`config.mk`:
```
export PLATFORM = sky130hd
export DESIGN_NAME = sprite_scheduler
export DESIGN_NICKNAME = d
export VERILOG_FILES = /design/src/rtl/sprite_scheduler.sv
export SDC_FILE = /design/constraint.sdc
export NUM_CORES = 1
export LEC_CHECK = 0
export ABC_CLOCK_PERIOD_IN_PS = 9760
export CAP_MARGIN = 20
export CORE_UTILIZATION = 30
export CTS_CLUSTER_SIZE = 10
export DETAILED_ROUTE_END_ITERATION = 7
export PLACE_DENSITY_LB_ADDON = 0.12
export SYNTH_ARGS = -nofsm -noshare
export SYNTH_HDL_FRONTEND = slang
export SYNTH_SLANG_ARGS = --single-unit
```
`constraint.sdc`:
```
create_clock -name clk_pixel -period 9.76 [get_ports clk_pixel]
set_input_delay 1.952 -clock clk_pixel [delete_from_list [all_inputs] [get_ports clk_pixel]]
set_output_delay 1.952 -clock clk_pixel [all_outputs]
set_load 0.03 [all_outputs]
```
`src/rtl/sprite_scheduler.sv`:
```
// Per-frame sprite command scheduler: walks an entity table on new_frame and streams one command per active entry.
// Optional SPRITE_CULL_EN: entries positioned off the 1280x720 screen are treated as inactive.
module sprite_scheduler #(
    parameter int MAX_SPRITES = 16,
    parameter int NUM_FRAMES  = 5,
    parameter int ANIM_DIV    = 6,
    localparam int IW = $clog2(MAX_SPRITES),
    localparam int FW = $clog2(NUM_FRAMES)
) (
    input  logic          clk_pixel,
    input  logic          sys_rst,
    input  logic          new_frame,
    input  logic          wr_valid,
    input  logic [IW-1:0] wr_index,
    input  logic          wr_active,
    input  logic [10:0]   wr_x,
    input  logic [9:0]    wr_y,
    input  logic [FW-1:0] wr_base_frame,
    output logic          sprite_valid,
    input  logic          sprite_ready,
    output logic [10:0]   sprite_x,
    output logic [9:0]    sprite_y,
    output logic [FW-1:0] sprite_frame_number,
    output logic [IW-1:0] sprite_index,
    output logic          sprite_last,
    output logic          frame_done,
    output logic          busy,
    output logic          overrun
);
    localparam int CW = (ANIM_DIV > 1) ? $clog2(ANIM_DIV) : 1;

    typedef enum logic [1:0] {IDLE, SCAN, EMIT, DONE} state_t;

    state_t          state_reg;
    logic [IW-1:0]   idx_reg;
    logic [CW-1:0]   anim_div_cnt_reg;
    logic [FW-1:0]   anim_phase_reg;
    logic [FW-1:0]   scan_phase_reg;
    logic            valid_reg;
    logic [10:0]     x_out_reg;
    logic [9:0]      y_out_reg;
    logic [FW-1:0]   frame_out_reg;
    logic [IW-1:0]   index_out_reg;
    logic            last_reg;
    logic            frame_done_reg;
    logic            overrun_reg;

    logic            act_reg  [MAX_SPRITES];
    logic [10:0]     x_reg    [MAX_SPRITES];
    logic [9:0]      y_reg    [MAX_SPRITES];
    logic [FW-1:0]   base_reg [MAX_SPRITES];

    logic [MAX_SPRITES-1:0] eligible;
    logic [MAX_SPRITES-1:0] above_idx;
    logic                   has_higher;
    logic [FW:0]            frame_sum;
    logic [FW-1:0]          frame_mod;

    genvar gi;
    generate
        for (gi = 0; gi < MAX_SPRITES; gi++) begin : g_entry
            always_ff @(posedge clk_pixel) begin
                if (sys_rst) begin
                    act_reg[gi]  <= 1'b0;
                    x_reg[gi]    <= '0;
                    y_reg[gi]    <= '0;
                    base_reg[gi] <= '0;
                end else if (wr_valid && wr_index == IW'(gi)) begin
                    act_reg[gi]  <= wr_active;
                    x_reg[gi]    <= wr_x;
                    y_reg[gi]    <= wr_y;
                    base_reg[gi] <= wr_base_frame;
                end
            end
`ifdef SPRITE_CULL_EN
            assign eligible[gi] = act_reg[gi] && (x_reg[gi] < 11'd1280) && (y_reg[gi] < 10'd720);
`else
            assign eligible[gi] = act_reg[gi];
`endif
            // Lookahead: any emittable entry strictly above the one being examined
            assign above_idx[gi] = eligible[gi] && (IW'(gi) > idx_reg);
        end
    endgenerate

    assign has_higher = |above_idx;

    always_comb begin
        frame_sum = {1'b0, base_reg[idx_reg]} + {1'b0, scan_phase_reg};
        frame_mod = frame_sum[FW-1:0];
        if (frame_sum >= (FW+1)'(NUM_FRAMES))
            frame_mod = FW'(frame_sum - (FW+1)'(NUM_FRAMES));
    end

    always_ff @(posedge clk_pixel) begin
        if (sys_rst) begin
            state_reg        <= IDLE;
            idx_reg          <= '0;
            anim_div_cnt_reg <= '0;
            anim_phase_reg   <= '0;
            scan_phase_reg   <= '0;
            valid_reg        <= 1'b0;
            x_out_reg        <= '0;
            y_out_reg        <= '0;
            frame_out_reg    <= '0;
            index_out_reg    <= '0;
            last_reg         <= 1'b0;
            frame_done_reg   <= 1'b0;
            overrun_reg      <= 1'b0;
        end else begin
            frame_done_reg <= 1'b0;
            if (new_frame && state_reg != IDLE)
                overrun_reg <= 1'b1;
            case (state_reg)
                IDLE: begin
                    if (new_frame) begin
                        state_reg      <= SCAN;
                        idx_reg        <= '0;
                        // This frame renders with the phase in force before the step
                        scan_phase_reg <= anim_phase_reg;
                        if (anim_div_cnt_reg == CW'(ANIM_DIV - 1)) begin
                            anim_div_cnt_reg <= '0;
                            anim_phase_reg   <= (anim_phase_reg == FW'(NUM_FRAMES - 1)) ?
                                                '0 : anim_phase_reg + FW'(1);
                        end else begin
                            anim_div_cnt_reg <= anim_div_cnt_reg + CW'(1);
                        end
                    end
                end
                SCAN: begin
                    if (eligible[idx_reg]) begin
                        valid_reg     <= 1'b1;
                        x_out_reg     <= x_reg[idx_reg];
                        y_out_reg     <= y_reg[idx_reg];
                        frame_out_reg <= frame_mod;
                        index_out_reg <= idx_reg;
                        last_reg      <= !has_higher;
                        state_reg     <= EMIT;
                    end else if (idx_reg == IW'(MAX_SPRITES - 1)) begin
                        state_reg      <= DONE;
                        frame_done_reg <= 1'b1;
                    end else begin
                        idx_reg <= idx_reg + IW'(1);
                    end
                end
                EMIT: begin
                    if (sprite_ready) begin
                        valid_reg <= 1'b0;
                        last_reg  <= 1'b0;
                        if (last_reg) begin
                            state_reg      <= DONE;
                            frame_done_reg <= 1'b1;
                        end else begin
                            idx_reg   <= idx_reg + IW'(1);
                            state_reg <= SCAN;
                        end
                    end
                end
                DONE: state_reg <= IDLE;
                default: state_reg <= IDLE;
            endcase
        end
    end

    assign sprite_valid        = valid_reg;
    assign sprite_x            = x_out_reg;
    assign sprite_y            = y_out_reg;
    assign sprite_frame_number = frame_out_reg;
    assign sprite_index        = index_out_reg;
    assign sprite_last         = last_reg;
    assign frame_done          = frame_done_reg;
    assign busy                = (state_reg != IDLE);
    assign overrun             = overrun_reg;
endmodule

```
## Yosys cells after proc, flatten, opt, wreduce, memory -nomap -nowiden

Memory sizes are Yosys's and may differ from the RTL's. A register that Yosys moved wholly into a read port is not among the register bits.
Cells that the tools add are included.

| word-level totals | value |
|---|---|
| register bits | 26 |
| memory bits (writable) | 400 |
| input port bits | 34 |
| logic and storage cells | 319 |
| memories kept | 4 |

Memory list:

| memory | words | width | rd ports | clocked after Yosys merged registers in | wr ports | line | text |
|---|---|---|---|---|---|---|---|
| x_reg | 16 | 11 | 1 | 1 | 16 | 49 | `logic [10:0] x_reg [MAX_SPRITES];` |
| y_reg | 16 | 10 | 1 | 1 | 16 | 50 | `logic [9:0] y_reg [MAX_SPRITES];` |
| base_reg | 16 | 3 | 1 | 1 | 16 | 51 | `logic [FW-1:0] base_reg [MAX_SPRITES];` |
| act_reg | 16 | 1 | 16 | 0 | 16 | 48 | `logic act_reg [MAX_SPRITES];` |

| cells by class | value |
|---|---|
| add/sub/neg operators | 5 |
| order comparisons | 18 |
| equal/unequal tests | 28 |
| multiplexer cells | 143 |
| bitwise gates (word level) | 64 |
| reduce and logical (&&, ||, !) cells | 46 |

Operator list:

| kind | number |
|---|---|
| two-way mux 11 bit | 16 |
| two-way mux 10 bit | 16 |
| two-way mux 1 bit | 74 |
| OR 1 bit | 64 |
| two-way mux 3 bit | 19 |
| equality test 4 bit, second input constant | 9 |
| logical AND 1 bit | 33 |
| > comparator 4 bit, first input constant | 8 |
| two-way mux 4 bit | 7 |
| equality test 4 x 3 -> 1 bit, second input constant | 4 |
| > comparator 3 x 4 -> 1 bit, first input constant | 4 |
| OR reduction 16 bit | 1 |
| != test 2 bit, second input constant | 6 |
| one-hot mux 4 bit (3 select lines) | 1 |
| two-way mux 2 bit | 5 |
| AND reduction 3 bit | 3 |
| equality test 4 x 2 -> 1 bit, second input constant | 2 |
| > comparator 1 x 4 -> 1 bit, first input constant | 2 |
| > comparator 2 x 4 -> 1 bit, first input constant | 2 |
| one-hot mux 2 bit (4 select lines) | 1 |
| adder 3 x 1 -> 3 bit, second input constant | 2 |
| equality test 3 bit, second input constant | 2 |
| one-hot mux 1 bit (2 select lines) | 3 |
| AND reduction 6 bit | 1 |
| 16 further kinds | 19 |

## Longest topological paths before layout

Gate-level depths: netlist of run 1.

| logic depth | value |
|---|---|
| word-level depth | 6 |
| gate-level depth with buffers | 13 |

## Worst setup path after synthesis of run 1

Ideal clock, no wire load.

| timing | value |
|---|---|
| path kind | input to register |
| start | input wr_index[0] |
| end | memory act_reg[8][0], in the netlist act_reg[1][0], enable pin |
| setup time | 0.442 ns |
| arrival | 4.216 ns |
| data required time | 9.318 ns |
| path slack | 5.102 ns |
| stages on the path | 3 |
| cell sequence | or2_2 > clkbuf_1 > o21ai_0 |

RTL lines:

| what | line | text |
|---|---|---|
| from (decl) | 14 | `input logic [IW-1:0] wr_index,` |
| to (decl) | 48 |  |

==> summary.txt, run 1 <==
Yosys
  – Seq/Total Area, Yosys: between 60% and 70%
  – Most instantiated library cell after synthesis: and2_1
  – Share of the synthesized area in the top cell type: between 50% and 60%
  – Synth area leaders: edfxtp_1 (59%), and2_1 (12%), mux4_2 (6.7%), dfxtp_1 (5.0%), mux2i_1 (4.4%)
  – Post-Syn Instances: around 1400
  – Ys Warns: 0
  – Yosys reg bits: ~450
  – Leading area contributor after synthesis: edfxtp_1
  – Count of unique library cells instantiated by Yosys: 50
  – Syn Std Cell Area: about 20000 um2
  – Mapped Nets: around 1500
  – Synth Flop Type: edfxtp_1
  – Syn_area_per_cell: about 14 um2
  – Commonest cells post-synth: and2_1 (401), edfxtp_1 (400), mux2i_1 (90)
  – FFs w/ async S/R, synth: 0%
  – EDFF count, synth: 400

Timing
  – Final Max Tran Viols: 0
  – Maximum clock rate: roughly 0.23 GHz
  – Setup violators final: 0
  – Worst-margin pin slew: roughly 1.1 ns
  – Unrepaired setup endpoints after global routing: false
  – Fin. Hold Viols: 0
  – Setup TNS Final: 0 ns
  – Clock Skews: between 0.02 and 0.025 ns
  – Rel. slew slack: a little over a quarter
  – Period utilisation layout: 44.02%
  – Fin Hold WS: 0.4613 ns
  – Fin crit period: 4.297 ns
  – Worst Slack Setup Final: 5.463 ns

Placed design
  – Placed insts: between 2000 and 2500
  – Area after DPL: approximately 22000 um2
  – Hpwl dp: 34660 um
  – Port Buf Inserts: 66
  – Pre-CTS setup slack: 5.086 ns
  – GP Congestion: ~0.72

GRT
  – Vias in the first global route: about 12000
  – Aggregate global routing overflow: 0
  – Largest net degree at the start of global routing: slightly above 100
  – Global-route wire length before repair: 88680 um
  – GRT Util Overall: 17.97%
  – Antenna violations before repair: 9

Floorplan
  – Core Box Area: 67160 um2
  – # rows: 95
  – Die W: 262.5 um
  – Die ar.: around 69000 um2
  – Die height: roughly 260 um
  – Starting Density: 30.32%
  – IO Count: between 60 and 70

Clocking
  – Post-CTS Setup Repair Bufs: 0
  – H-tree levels: 2
  – Bufs on Longest Clock Path: 3
  – Clock latency on the worst-skew pair: 0.61 ns
  – Reg clk slew, reported paths: about 0.06 ns
  – Clock Sinks: between 400 and 500
  – Post-CTS resize count: 0
  – Total CTS buffers: 53
  – Root Driver: clkbuf_16
  – Hold-fix buffers, CTS: 0
  – CTS tree: done

Worst setup path
  – CP endpoint kind: flop
  – Crit path cell chain: mux4_2 > mux4_2 > ha_1 > fa_1 > inv_1 > ha_1 > nor2b_1 > o21ai_0 > a211oi_1 > nor2_1 > xnor2_1 > a22o_1
  – Critical Path Slowest Stage Cell: dfxtp_1
  – CP max stage delay: 0.88 ns
  – Crit path buf inv count: 1
  – Worst path top cell family by delay: multiplexers
  – Crit path arrival time: 4.79 ns
  – CP max FO: 12
  – Setup CP Type: flop to flop
  – CP required: 10.25 ns
  – Critical Path Start Type: flop

Route
  – Antenna viol nets, final: 0
  – Post-DR wirelength/cell: between 20 and 30 um
  – DRT Wirelength: roughly 62000 um
  – Vias: around 12000
  – Via/cell ratio: just under 5
  – Drc violations: 0
  – DRT iter0 DRCs: ~800
  – DR pass1 iterations: 5

Cells and area
  – FF+latch area: between 10000 and 15000 um2
  – Area occupied by multi-input gates: around 7000 um2
  – Final cell count without fillers: between 2000 and 2500
  – P&R area growth vs syn: 17.00%
  – # nets final: ~1500
  – Max reg flops: around 180
  – Fillers: about 6400
  – Final instance area: approximately 24000 um2
  – Utilization after layout: between 30 and 40%
  – Layout cell share with drive strength beyond 1: about an eighth

Outcome
  – Run status: completed

Power and ir drop
  – PnR Total Power: 5.039 mW
  – LEAKAGE: slightly below 8 nW
  – Worst VDD drop: around 0.18 mV
  – Pwr dens: about 210 nW/um2

Run
  – Max-cap viol count: 0

Hold path
  – Hold Crit Class: flop to flop
[layer usage]
metal | global-route usage, % | routed length [um]
met5 | 0 | 0
met4 | 5.660 | 1304
met3 | 2.399 | 2258
met2 | 31.07 | 31200
met1 | 23.27 | 26880
[placed cells by master (no fill, tap or decap), types with 22 or more instances in the layout]
| cell type | n |
|---|---|
| o22ai_1 | 22 |
| clkbuf_1 | 37 |
| and2_1 | 401 |
| a22o_1 | 22 |
| a21oi_1 | 44 |
| o221ai_1 | 43 |
| edfxtp_1 | 400 |
| mux2i_1 | 90 |
| buf_4 | 37 |
| clkdlybuf4s50_1 | 65 |
| nand2_1 | 22 |
| mux4_2 | 61 |
| nor2_1 | 40 |
| dfxtp_1 | 49 |
| clkbuf_16 | 54 |
[final cells by class]
class                      instances  share of cell area (%)
inverter                          20                  0.3151
clock inverter                     6                  0.2258
clock buffer                      93                   6.370
tap                              873                   4.585
timing repair buffer             107                   4.317
sequential                       451                   54.72
multi-input combinational        865                   29.41
antenna                            5                 0.05252
[path summary, 6_finish.rpt]
path / from / slack (ns) / endpoint / cells past startpoint
worst max-delay path: flop / 5.46 / sprite_frame_number[2]$_SDFFE_PP0P_ / 12
worst min-delay path: sprite_valid$_SDFFE_PP0P_ / 0.46 / sprite_valid$_SDFFE_PP0P_ / 2
worst max register to register: flop / 5.46 / sprite_frame_number[2]$_SDFFE_PP0P_ / 12
worst min register to register: sprite_valid$_SDFFE_PP0P_ / 0.46 / sprite_valid$_SDFFE_PP0P_ / 2
[tightest hold or removal path, delay by kind of cell, from the launching register on]
family	cells	cell delay (ns)
flip-flops	1	0.31
AO/OA/AOI/OAI	1	0.05
AND/OR/NAND/NOR	1	0.05
[cells by family after synthesis]
group                      Yosys count  synth area share (%)
AOI/OAI and AO/OA                  172                 5.831
xor gates and xnor gates             4                0.1721
adders and majority gates           15                0.9585
buffers and inverters              131                 2.673
DFF                                451                 64.00
muxes                              154                 11.41
and+or+nand+nor                    520                 14.96
[power by group]
part	leakage [nW]	switching, mW	total (mW)	internal [mW]
Combinational	2.95	0.490	0.878	0.388
Clock	0.751	0.782	1.83	1.05
Sequential	4.25	0.0958	2.33	2.24
Total	7.95	1.37	5.04	3.67
Note: power is estimated with default switching activity, not from simulation.
==> run 2, diff against run 1 <==
--- a/config.mk
+++ b/config.mk
@@ -5,7 +5,7 @@
 export SDC_FILE = /design/constraint.sdc
 export NUM_CORES = 1
 export LEC_CHECK = 0
-export ABC_CLOCK_PERIOD_IN_PS = 9760
+export ABC_CLOCK_PERIOD_IN_PS = 4350
 export CAP_MARGIN = 20
 export CORE_UTILIZATION = 30
 export CTS_CLUSTER_SIZE = 10
==> constraint.sdc (replaced) <==
create_clock -name clk_pixel -period 4.35 [get_ports clk_pixel]
set_input_delay 0.87 -clock clk_pixel [delete_from_list [all_inputs] [get_ports clk_pixel]]
set_output_delay 0.87 -clock clk_pixel [all_outputs]
set_load 0.03 [all_outputs]
==> run 2 against run 1 <==
Net effect:
- flip-flop and latch count unchanged
- global-route usage up 0.36 points
- combinational power up 130%
- clock skew up 0.011 ns
- utilization up 0.31 points
- power up 130%
- via count up 1.3%
- maximum frequency up 11%
- critical path depth up 1
- final cell count up 0.50%
- critical endpoint unchanged
- highest routed layer unchanged
==> summary.txt, run 2 (synthesized netlist as in run 1, its figures left out) <==
Hold path
  – Worst Hold Depth: 2
  – Min-delay src: sprite_valid$_SDFFE_PP0P_
  – Hold Path End: sprite_valid$_SDFFE_PP0P_
  – Hold Crit Class: flop to flop

Cells and area
  – Max reg flops: ~180
  – Commonest non-fill, non-tap cells in the layout: and2_1 (401), edfxtp_1 (400), mux2i_1 (90), clkdlybuf4s50_1 (65), mux4_2 (61)
  – Final cell count without fillers: about 2400
  – Most common cell after layout, fill and taps aside: and2_1
  – Fillers: ~6400
  – # nets final: 1561
  – P&R area growth vs syn: 18.03%
  – Layout cell share with drive strength beyond 1: approximately 14%

Power and ir drop
  – P_sw: 3.124 mW
  – Switching share of power: around 27%
  – Clk pwr share: roughly 37%
  – LEAKAGE: ~8.1 nW
  – Sequential Power Share: a little under half
  – PnR Total Power: roughly 11 mW
  – Cell Int Power: roughly 8.3 mW
  – Worst VDD drop: about 0.35 mV
  – Gate power share: roughly 18%
  – Pwr dens: ~470 nW/um2

GRT
  – Global-route wire length before repair: around 90000 um
  – Aggregate global routing overflow: 0
  – Largest net degree at the start of global routing: ~120
  – Vias in the first global route: 12520
  – GRT Util Overall: a little under a fifth
  – Antenna violations before repair: 7

Route
  – Drc violations: 0
  – Vias: 12020
  – DRT Wirelength: ~63000 um
  – Antenna viol nets, final: 0
  – Via/cell ratio: roughly 4.9
  – DRT iter0 DRCs: roughly 780
  – DR pass1 iterations: 5
  – Post-DR wirelength/cell: 25.88 um

Worst setup path
  – CP required: just under 5 ns
  – CP max FO: 12
  – R2R setup slack: roughly 0.46 ns
  – Setup CP Type: flop to flop
  – R2r worst-path depth: 13
  – CP endpoint kind: flop
  – Crit path arrival time: around 4.4 ns
  – Critical Path Start Type: flop
  – R2r endpoint: sprite_frame_number[2]$_SDFFE_PP0P_

Clocking
  – Hold-fix buffers, CTS: 0
  – Root Driver: clkbuf_16
  – Reg clk slew, reported paths: about 0.05 ns
  – Post-CTS resize count: 0
  – Clock latency on the worst-skew pair: slightly above 0.6 ns
  – CTS tree: done
  – Total CTS buffers: 54
  – Bufs on Longest Clock Path: 3
  – Clock Sinks: 451
  – H-tree levels: 2
  – Post-CTS Setup Repair Bufs: 0

Timing
  – Maximum clock rate: 0.2573 GHz
  – Setup TNS Final: 0 ns
  – Period utilisation layout: about nine tenths
  – Fin crit period: 3.886 ns
  – Setup violators final: 0
  – Worst-margin pin slew: 1.068 ns
  – Clock Skews: between 0.03 and 0.04 ns
  – Fin. Hold Viols: 0
  – Final Max Tran Viols: 0
  – Unrepaired setup endpoints after global routing: false
  – Worst Slack Setup Final: around 0.46 ns
  – Rel. slew slack: around 29%

Floorplan
  – IO Count: 67
  – Die W: 262.5 um
  – # rows: 95
  – Die height: 262.5 um
  – Core Box Area: around 67000 um2
  – Starting Density: a little under a third
  – Die ar.: approximately 70000 um2

Placed design
  – Hpwl dp: between 30000 and 40000 um
  – Placed insts: 2329
  – Pre-CTS setup slack: between 0.4 and 0.5 ns
  – GP Congestion: 0.7373
  – Port Buf Inserts: 66

Run
  – Max-cap viol count: 0

Outcome
  – Run status: completed
## run 2: routing by layer
layer	vias up	share of wire [%]	track usage, %
li1	5466	-	-
met1	6171	42	23.00
met2	288	51	32.07
met3	98	4.6	2.980
met4	0	2.7	5.962
met5	-	0	0
## run 2: area by class of cell
type,count,area (um2),area share (%)
antenna,1,2.502,0.01041
multi-input combinational,865,6997,29.11
clock buffer,93,1518,6.315
sequential,451,13040,54.25
tap,873,1092,4.545
inverter,20,75.07,0.3124
timing repair buffer,120,1224,5.091
clock inverter,9,88.84,0.3696
## run 2: through the flow
stage / instance area, um2 / hold WS (ns) / utilization [%]
floorplan: 20360 / 0.4406 / -
global placement: 22430 / 0.4468 / 33.39
detailed placement: 22430 / 0.4523 / 33.39
CTS: 24030 / 0.4591 / 35.78
global route: 24030 / 0.4691 / 35.79
finish: 24030 / 0.4578 / 35.79
## run 2: power by group through the flow
stage | clock network (mW) | registers, mW | logic, mW
detailed placement | 0 | 5.25 | 2.09
finish | 4.19 | 5.16 | 2.05
global route | 4.45 | 5.20 | 2.20
floorplan | 0 | 5.28 | 1.36
global placement | 0 | 5.25 | 2.09
CTS | 4.30 | 5.17 | 2.10
## run 2: how the worst max path moves through the flow
stage,slack [ns],depth (start not counted),endpoint
finish,0.46,13,sprite_frame_number[2]$_SDFFE_PP0P_
global route,0.17,13,sprite_frame_number[2]$_SDFFE_PP0P_
CTS,0.41,13,sprite_frame_number[2]$_SDFFE_PP0P_
detailed placement,0.44,13,sprite_frame_number[2]$_SDFFE_PP0P_
global placement,0.48,13,sprite_frame_number[2]$_SDFFE_PP0P_
floorplan,0.32,13,sprite_frame_number[2]$_SDFFE_PP0P_
## run 2: critical path: stages, from the launching register on
cell and delay [ns]:
dfxtp_1 0.30, buf_4 0.26, mux4_2 0.55, mux4_2 0.49, ha_1 0.22, fa_1 0.51, inv_1 0.07, ha_1 0.20
nor2b_1 0.15, o21ai_0 0.10, a211oi_1 0.48, nor2_1 0.10, xnor2_1 0.14, a22o_1 0.19
==> run 3, diff against run 2 <==
--- a/config.mk
+++ b/config.mk
@@ -7,6 +7,9 @@
 export LEC_CHECK = 0
 export ABC_CLOCK_PERIOD_IN_PS = 4350
 export CAP_MARGIN = 20
+export CELL_PAD_IN_SITES_DETAIL_PLACEMENT = 1
+export CELL_PAD_IN_SITES_GLOBAL_PLACEMENT = 1
+export CORE_MARGIN = 4
 export CORE_UTILIZATION = 30
 export CTS_CLUSTER_SIZE = 10
 export DETAILED_ROUTE_END_ITERATION = 7
==> run 3 against run 2 <==
Net effect:
- first-iteration DRC count up 12%
- non-clock buffer count up 7
- global-route usage up 0.44 points
- worst hold slack worse by 0.0090 ns
- cell area up 0.23%
- power up 0.78%
- utilization about the same
- combinational power about the same
- maximum frequency down 2.7%
- sequential power up 1%
- largest power group unchanged
==> summary.txt, run 3 (synthesized netlist as in run 1, its figures left out) <==
Outcome
  – Run status: completed

Cells and area
  – Most common cell after layout, fill and taps aside: and2_1
  – P&R area growth vs syn: 18.30%
  – Max reg flops: 176
  – Fillers: approximately 6900
  – Commonest non-fill, non-tap cells in the layout: and2_1 (401), edfxtp_1 (400), mux2i_1 (90), clkdlybuf4s50_1 (66), mux4_2 (61)
  – Layout cell share with drive strength beyond 1: about 15%
  – # nets final: 1568

Clocking
  – Hold-fix buffers, CTS: 0
  – Clock latency on the worst-skew pair: approximately 0.62 ns
  – CTS tree: done
  – Bufs on Longest Clock Path: 3
  – Post-CTS resize count: 0
  – Total CTS buffers: 54
  – Clock Sinks: 451
  – Reg clk slew, reported paths: 0.06 ns
  – H-tree levels: 2
  – Post-CTS Setup Repair Bufs: 0
  – Root Driver: clkbuf_16

Worst setup path
  – Crit path arrival time: about 4.5 ns
  – Critical Path Start Type: flop
  – CP endpoint kind: flop
  – CP required: approximately 4.8 ns
  – CP max FO: 7
  – Setup CP Type: flop to flop

Power and ir drop
  – LEAKAGE: approximately 8.1 nW
  – Worst VDD drop: 0.2976 mV
  – Pwr dens: between 400 and 500 nW/um2

Placed design
  – GP Congestion: 0.7360
  – Port Buf Inserts: 66
  – Hpwl dp: about 40000 um

Floorplan
  – IO Count: 67
  – Die ar.: between 70000 and 80000 um2
  – Die W: between 200 and 300 um
  – Die height: 268.5 um
  – Core Box Area: 67280 um2
  – Starting Density: between 30 and 40%
  – # rows: 95

GRT
  – Global-route wire length before repair: roughly 96000 um
  – GRT Util Overall: roughly a fifth
  – Largest net degree at the start of global routing: between 60 and 70
  – Antenna violations before repair: 8
  – Vias in the first global route: between 10000 and 15000
  – Aggregate global routing overflow: 0

Timing
  – Clock Skews: roughly 0.019 ns
  – Fin Hold WS: ~0.45 ns
  – Worst-margin pin slew: 0.8847 ns
  – Rel. slew slack: around two fifths
  – Final Max Tran Viols: 0
  – Maximum clock rate: around 0.25 GHz
  – Setup TNS Final: 0 ns
  – Fin crit period: 3.995 ns
  – Period utilisation layout: between 90% and 100%
  – Unrepaired setup endpoints after global routing: false
  – Fin. Hold Viols: 0
  – Setup violators final: 0

Route
  – Drc violations: 0
  – Vias: 12210
  – Antenna viol nets, final: 0
  – DR pass1 iterations: 4
  – Post-DR wirelength/cell: approximately 28 um
  – DRT iter0 DRCs: between 800 and 900
  – Via/cell ratio: 4.998
  – DRT Wirelength: ~67000 um

Run
  – Max-cap viol count: 0

Hold path
  – Min-delay src: sprite_valid$_SDFFE_PP0P_
  – Hold Crit Class: flop to flop
## run 3: path summary, 6_finish.rpt
path | slack (ns) | end | cells after the start
max | 0.35 | sprite_frame_number[2]$_SDFFE_PP0P_ | 12
min | 0.45 | sprite_valid$_SDFFE_PP0P_ | 2
min reg2reg | 0.45 | sprite_valid$_SDFFE_PP0P_ | 2
max reg2reg | 0.35 | sprite_frame_number[2]$_SDFFE_PP0P_ | 12
## run 3: final cells by class
class	count	area, um2	area share, %
inverters	20	75.07	0.3116
diodes	6	15.01	0.06232
well taps	873	1092	4.534
clock inverters	6	56.30	0.2337
multi-input cells	865	6997	29.04
clock buffers	94	1562	6.482
repair buffers	127	1256	5.214
flip-flops and latches	451	13040	54.12
## run 3: where the power goes
part,internal [mW],switching [mW],leakage (nW)
Clock,2.42,1.83,0.779
Combinational,0.886,1.14,3.07
Sequential,5.01,0.202,4.25
## run 3: critical path, cell delays in order, from the launching register on
cell      delay, ns
dfxtp_1        0.59
buf_4          0.27
mux4_2         0.51
mux4_2         0.52
fa_1           0.54
inv_1          0.07
ha_1           0.20
nor2b_1        0.16
o21ai_0        0.11
a211oi_1       0.47
nor2_1         0.10
xnor2_1        0.14
a22o_1         0.19
## run 3: stage by stage
stage          cell area, um2  utilization (%)  power (mW)  setup WS, ns  instances
2_1_floorplan           20360                -       6.641        0.3245       1447
4_1_cts                 24080            35.79       11.67        0.2852       2436
3_3_place_gp            22460            33.38       7.376        0.3175       2336
3_5_place_dp            22460            33.38       7.388        0.2912       2336
5_1_grt                 24080            35.79       11.99        0.1050       2438
6_report                24090            35.81       11.48        0.3549       2442
## run 3: metal layers
| layer | vias to the layer above | GRT usage, % | part of all wire (%) |
|---|---|---|---|
| li1 | 5498 | - | - |
| met1 | 6403 | 24.55 | 44 |
| met2 | 226 | 33.20 | 50 |
| met3 | 79 | 2.491 | 3.4 |
| met4 | 0 | 4.691 | 2.1 |
| met5 | - | 0 | 0 |
